**src/rtl/serial_adder_pkg.sv**
```systemverilog
// serial_adder_pkg: shared types and constants for the bit-serial adder.
// Provides the controller state enum, default width and counter sizing.
package serial_adder_pkg;

    localparam int DEF_WIDTH = 8;

    typedef enum logic [1:0] {
        IDLE = 2'd0,
        RUN  = 2'd1,
        DONE = 2'd2
    } state_t;

    // Bits needed to count 0..w-1 (at least one bit).
    function automatic int cnt_w(input int w);
        return (w <= 2) ? 1 : $clog2(w);
    endfunction

endpackage

```
**src/rtl/serial_adder_ctrl_fa.sv**
```systemverilog
// fa_bit: combinational one-bit full adder cell.
// Ports: a, b, cin -> s (sum bit), cout (carry out).
module fa_bit (
    input  logic a,
    input  logic b,
    input  logic cin,
    output logic s,
    output logic cout
);

    assign s    = a ^ b ^ cin;
    assign cout = (a & b) | (a & cin) | (b & cin);

endmodule

```
**src/rtl/serial_adder_ctrl.sv**
```systemverilog
// serial_adder_ctrl: bit-serial adder, LSB first, one bit per clock.
// Ports: clk, rst_n, start, A, B, Cin -> busy, done, Sum, Cout.
// Option SERIAL_ADDER_SUB_EN adds input Sub (Sum = A - B when Sub=1).
module serial_adder_ctrl
    import serial_adder_pkg::*;
#(
    parameter int WIDTH = DEF_WIDTH
) (
    input  logic             clk,
    input  logic             rst_n,
    input  logic             start,
    input  logic [WIDTH-1:0] A,
    input  logic [WIDTH-1:0] B,
    input  logic             Cin,
`ifdef SERIAL_ADDER_SUB_EN
    input  logic             Sub,
`endif
    output logic             busy,
    output logic             done,
    output logic [WIDTH-1:0] Sum,
    output logic             Cout
);

    localparam int CW = cnt_w(WIDTH);

    state_t state;
    state_t state_nxt;

    logic [WIDTH-1:0] opa;
    logic [WIDTH-1:0] opb;
    logic [WIDTH-1:0] acc;
    logic [WIDTH-1:0] acc_nxt;
    logic [CW-1:0]    cnt;
    logic             carry;
    logic             cell_s;
    logic             cell_c;
    logic             last;

    fa_bit u_fa (
        .a    (opa[0]),
        .b    (opb[0]),
        .cin  (carry),
        .s    (cell_s),
        .cout (cell_c)
    );

    assign last = (cnt == CW'(WIDTH - 1));

    // New sum bit enters at the MSB; after WIDTH steps acc holds
    // the result LSB-aligned.
    assign acc_nxt = {cell_s, {(WIDTH-1){1'b0}}} | (acc >> 1);

    always_ff @(posedge clk or negedge rst_n) begin
        if (!rst_n) begin
            state <= IDLE;
        end else begin
            state <= state_nxt;
        end
    end

    always_comb begin
        state_nxt = state;
        busy      = 1'b0;
        done      = 1'b0;
        unique case (state)
            IDLE: begin
                if (start) begin
                    state_nxt = RUN;
                end
            end
            RUN: begin
                busy = 1'b1;
                if (last) begin
                    state_nxt = DONE;
                end
            end
            DONE: begin
                busy      = 1'b1;
                done      = 1'b1;
                state_nxt = IDLE;
            end
            default: begin
                state_nxt = IDLE;
            end
        endcase
    end

    always_ff @(posedge clk or negedge rst_n) begin
        if (!rst_n) begin
            opa   <= '0;
            opb   <= '0;
            acc   <= '0;
            cnt   <= '0;
            carry <= 1'b0;
            Sum   <= '0;
            Cout  <= 1'b0;
        end else begin
            unique case (state)
                IDLE: begin
                    if (start) begin
                        opa <= A;
                        cnt <= '0;
`ifdef SERIAL_ADDER_SUB_EN
                        // A - B as A + ~B + 1.
                        opb   <= Sub ? ~B : B;
                        carry <= Sub ? 1'b1 : Cin;
`else
                        opb   <= B;
                        carry <= Cin;
`endif
                    end
                end
                RUN: begin
                    opa   <= opa >> 1;
                    opb   <= opb >> 1;
                    acc   <= acc_nxt;
                    carry <= cell_c;
                    cnt   <= cnt + CW'(1);
                    // Results publish only on entry to DONE, so the
                    // outputs never expose a partial sum.
                    if (last) begin
                        Sum  <= acc_nxt;
                        Cout <= cell_c;
                    end
                end
                DONE: begin
                end
                default: begin
                end
            endcase
        end
    end

endmodule

```
**config.mk**
```make
export PLATFORM = sky130hd
export DESIGN_NAME = serial_adder_ctrl
export DESIGN_NICKNAME = d
export VERILOG_FILES = /design/src/rtl/serial_adder_pkg.sv /design/src/rtl/serial_adder_ctrl_fa.sv /design/src/rtl/serial_adder_ctrl.sv
export SDC_FILE = /design/constraint.sdc
export NUM_CORES = 1
export LEC_CHECK = 0
export CORE_MARGIN = 2
export CORE_UTILIZATION = 55
export CTS_CLUSTER_DIAMETER = 200
export DETAILED_ROUTE_END_ITERATION = 10
export PLACE_DENSITY = 0.82
export SYNTH_ARGS = -nofsm -noshare
export SYNTH_HDL_FRONTEND = slang
export SYNTH_SLANG_ARGS = --single-unit
```
**constraint.sdc**
```tcl
create_clock -name clk -period 3.6 [get_ports clk]
set_input_delay 0.72 -clock clk [delete_from_list [all_inputs] [get_ports clk]]
set_output_delay 0.72 -clock clk [all_outputs]
set_load 0.005 [all_outputs]
```
Word-level counts from Yosys, hierarchy flattened
Cells that the tools add are included.
{ "totals": {"register_bits": 39, "inputBits": 20, "out_inout_bits": 11} }
{ "op_classes": {"n_addsub": 1, "eq_ne": 5, "muxes": 13, "n_bitwise": 8, "n_reduce_logical": 6} }
{ "op_table": {"columns": ["op", "count"], "rows": [
  ["$pmux 8 s2", 2],
  ["$mux 8", 2],
  ["$or 8x7->8", 1],
  ["$pmux 3 s2", 1],
  ["$reduce_and 2->1", 3],
  ["$mux 2", 2],
  ["$ne 2x2->1 const B", 2],
  ["$pmux 2 s2", 1],
  ["$add 3x1->3 const B", 1],
  ["$and 1x1->1", 3],
  ["$eq 3x3->1 const B", 1],
  ["$mux 1", 3],
  ["$mux 3", 1],
  ["$eq 2x1->1 const B", 1],
  ["$eq 2x2->1 const B", 1],
  ["$logic_not 2->1", 1],
  ["$or 1x1->1", 2],
  ["$pmux 1 s2", 1],
  ["$reduce_bool 2->1", 1],
  ["$reduce_or 2->1", 1],
  ["$xor 1x1->1", 2]
]} }

Depth between registers and ports, before layout
{ "logic_depth": {"depth_word": 4, "mapped_depth": 8, "ltp_nobuf": 5} }

By module
Synthesis repeated with hierarchy kept, for this count alone.
{ "unflattened": {"cells_unflattened": 153, "area_unflattened_um2": 1898.1} }
{ "modules_own_cells": {"columns": ["module", "instances", "cells_each", "area_each_um2"], "rows": [
  ["serial_adder_ctrl", 1, 152, 1878.1],
  ["fa_bit", 1, 1, 20.0]
]} }

Worst setup path before layout
Ideal clock, no wire load.
{ "synth_timing": {"kind": "in2reg", "startpoint": "input start", "endpoint": "register cnt[1]", "setup_ns": 0.122, "t_arrival_ns": 1.323, "path_slack_ns": 2.155, "cell_stages": 4, "n_path_buf": 2, "path_cell_list": "nand2b_4 -> buf_6 -> buf_6 -> a32o_1"} }
{ "synth_between": {"elab_chain_cells": 2} }
{ "synth_rtl": {"columns": ["item", "line", "text"], "rows": [
  ["start: declaration", "serial_adder_ctrl.sv:11", "input logic start,"],
  ["$ne 2x2->1 (no source line)", null, null],
  ["$reduce_and 2->1 (no source line)", null, null],
  ["end signal: assignment", "serial_adder_ctrl.sv:118", "cnt <= cnt + CW'(1);"],
  ["end: declaration", "serial_adder_ctrl.sv:33", "logic [CW-1:0] cnt;"]
]} }
No other way between the ends.
A chain may end at the register's enable or synchronous reset.

Final worst setup path
{ "layout_timing": {"startpoint": "register state[1]", "endpoint": "output busy"} }
{ "layout_between": {"elab_chain_cells": 3, "elab_cells_between_ends": 4} }
{ "layout_rtl": {"columns": ["item", "line", "text"], "rows": [
  ["start: declaration", "serial_adder_ctrl.sv:26", "state_t state;"],
  ["start signal: assignment", "serial_adder_ctrl.sv:57", "state <= state_nxt;"],
  ["$eq 2x1->1 or $eq 2x2->1 (tied branches)", "serial_adder_ctrl.sv:65", "unique case (state)"],
  ["$reduce_or 2->1 (no source line) *", null, null],
  ["$mux 1 *", "serial_adder_ctrl.sv:65", null],
  ["end: declaration", "serial_adder_ctrl.sv:18", "output logic busy,"]
]} }
Mark *: on every way between the ends. The rest lies on a longest branch, timed or not.

==> results.cfg <==
[run_status]
status = finished clean

[hold_path]
min_to = Sum[2]$_DFFE_PN0P_
hp-class = reg -> reg
worstHoldStart = Sum[2]$_DFFE_PN0P_
holdPathStages = 1

[cts]
numCtsBuffers = 5
clk_latency_ps = 350
cts-htree-levels = 2
cts_hold_buffers = 0
cts_setup_buffers = 0
post_cts_resized = 0
clkTransAtPathRegs_ps = 110
cts_tree = done
cts.sinks = 38
clockRootBuffer = clkbuf_4
cts_max_path_buffers = 2

[worst_setup_path]
crit_path_start_kind = flop
r2r_cells = 5
end_kind = output pin
reg2reg_slack_ps = 1490
r2r_start = state[0]$_DFFE_PN0P_
arrival_ps = 1570
critical_path_class = reg -> out
rr_endpoint = opa[7]$_DFFE_PN0P_
critPathMaxFanout = 3
critical_path_required_ps = 2880

[synth]
synth.distinct_cells = 28
syn_area_um2 = 1840
synth_seq_cells = 38
yosys.area.top_type = dfrtp_1
netlist.area_leader.share_pct = 51.7
netlist_top_cells_area = dfrtp_1, mux2_2, nand3_1
syn_area_per_cell_um2 = 12.1
ys_seq_area_share_pct = 51.7
netlist_instances = 152
syn-num-nets = 178
yosysWarnings = 0

[floorplanning]
die_w_um = 61.8
die-area_um2 = 3820
die_h_um = 61.8
initial_core_util_pct = 58.8
num_rows = 20
ios = 31
core_area_um2 = 3130

[place]
dp_hpwl_mm = 2.44
port_buffers = 30
placed_cells = 217
gp_congestion = 0.761
placed_cell_area_um2 = 2110

[layout]
final_area_um2 = 2230
final_common_cell = dfrtp_1
area_growth_pct = 21.1
layout_common_cells = dfrtp_1, clkdlybuf4s50_1, nand3_1
diodes = 0
fin_cells = 225
nets = 206
layout-drive-gt1-share_pct = 21.0

[global_routing]
antenna_found_initial = 0
overflow = 0
grt_util_all_layers_pct = 21.5
grt_max_degree = 39
grt_pass1_vias = 1266
grt_pass1_wl_mm = 5.77

[sta]
max_slew_margin_pct = 51.8
fmax_mhz = 437
setup_viol = 0
rsz0062_at_grt = false
worst_pin_slew_ps = 723
final.setup_skew_ps = 7.14
period_share_pct = 63.6
slew_violations = 0
tns_ps = 0
finalHoldViolations = 0
finalCriticalPeriod_ps = 2290

[detailed_routing]
final_antenna_net_count = 0
vias_per_cell = 5.88
drcViolationCount = 0
drt_iter0_markers = 53
drtPass1Iterations = 4
via_count = 1322
wl_mm = 3.59
wl_per_cell_um = 16.0

[power]
power_density_nw_per_um2 = 846
leakage_nw = 0.952
ir_worst_vdd_mv = 0.454

[run]
maxCapViolations = 0
worst max-delay path, cell delays in order, from the launching register on:
cell	delay, ps
dfrtp_1	390
inv_1	70
ha_1	270
clkdlybuf4s50_1	490
how the worst max path moves through the flow:
stage / endpoint / cells after the start / slack [ps] / startpoint
after floorplan: cnt[1]$_DFFE_PN0P_ / 4 / 2160 / start
after global placement: opb[2]$_DFFE_PN0P_ / 4 / 1260 / start
after detailed placement: opb[1]$_DFFE_PN0P_ / 4 / 1200 / start
after CTS: busy / 3 / 1290 / state[0]$_DFFE_PN0P_
after global routing: busy / 3 / 1230 / state[0]$_DFFE_PN0P_
final: busy / 3 / 1310 / state[1]$_DFFE_PN0P_
per-layer routing:
metal	part of all wire [%]	vias up	track usage [%]	routed length, um
li1	-	620	-	-
met1	41	651	25.9	1480
met2	51	42	35.8	1830
met3	5.7	9	4.35	204
met4	2.3	0	12.2	82
met5	0	-	0	0
registers in the layout, summed over array words and instances, names as in the netlist:
name and flops:
Cout 1, state 2, opb 8, opa 8, carry 1, Sum 8, cnt 3, acc 7
synthesized netlist by cell type:
master    count
nor3b_1       2
a32oi_1       2
o21ai_0       9
dfrtp_1      38
a32o_1        2
a21oi_1       5
ha_1          5
o221a_2       6
nor2_2        1
nand3_1      21
o221a_1       2
fa_1          1
nand2_1       2
nand2b_1      6
or3_1         1
buf_4         1
nor2b_1       1
nand2_2       3
buf_6         6
nand3b_1      3
nor2_1        3
and2b_4       1
mux2_2       16
clkbuf_1      1
nand2b_4      1
inv_1         3
o22a_1        7
buf_2         3
metrics by stage:
| step | utilization [%] | hold WS [ps] | worst slack (ps) | power [mW] |
|---|---|---|---|---|
| after global routing | 71.2 | 540 | 1230 | 2.02 |
| after detailed placement | 67.6 | 491 | 1200 | 1.52 |
| after floorplan | - | 424 | 2160 | 1.32 |
| final | 71.2 | 513 | 1310 | 1.88 |
| after CTS | 71.2 | 518 | 1290 | 1.89 |
| after global placement | 67.6 | 480 | 1260 | 1.47 |
cells by family after synthesis:
group / count (synthesis) / share of synthesized area [%]
AOI/OAI and AO/OA: 33 / 14.1
buffers and inverters: 14 / 5.72
DFF: 38 / 51.7
muxes: 16 / 9.80
adders and majority gates: 6 / 4.49
and+or+nand+nor: 45 / 14.2
where the power goes:
part	total, mW	internal [mW]	switching, mW
sequential	0.737	0.616	0.121
clock	0.378	0.235	0.143
combinational	0.767	0.405	0.361
cell type report:
class | count | area (um^2)
Sequential cell | 38 | 951
Fill cell | 240 | 902
Multi-Input combinational cell | 100 | 782
Timing Repair Buffer | 32 | 315
Clock inverter | 2 | 60.1
Tap cell | 44 | 55.1
Clock buffer | 6 | 51.3
Inverter | 3 | 11.3
(Power assumes the default switching activity.)
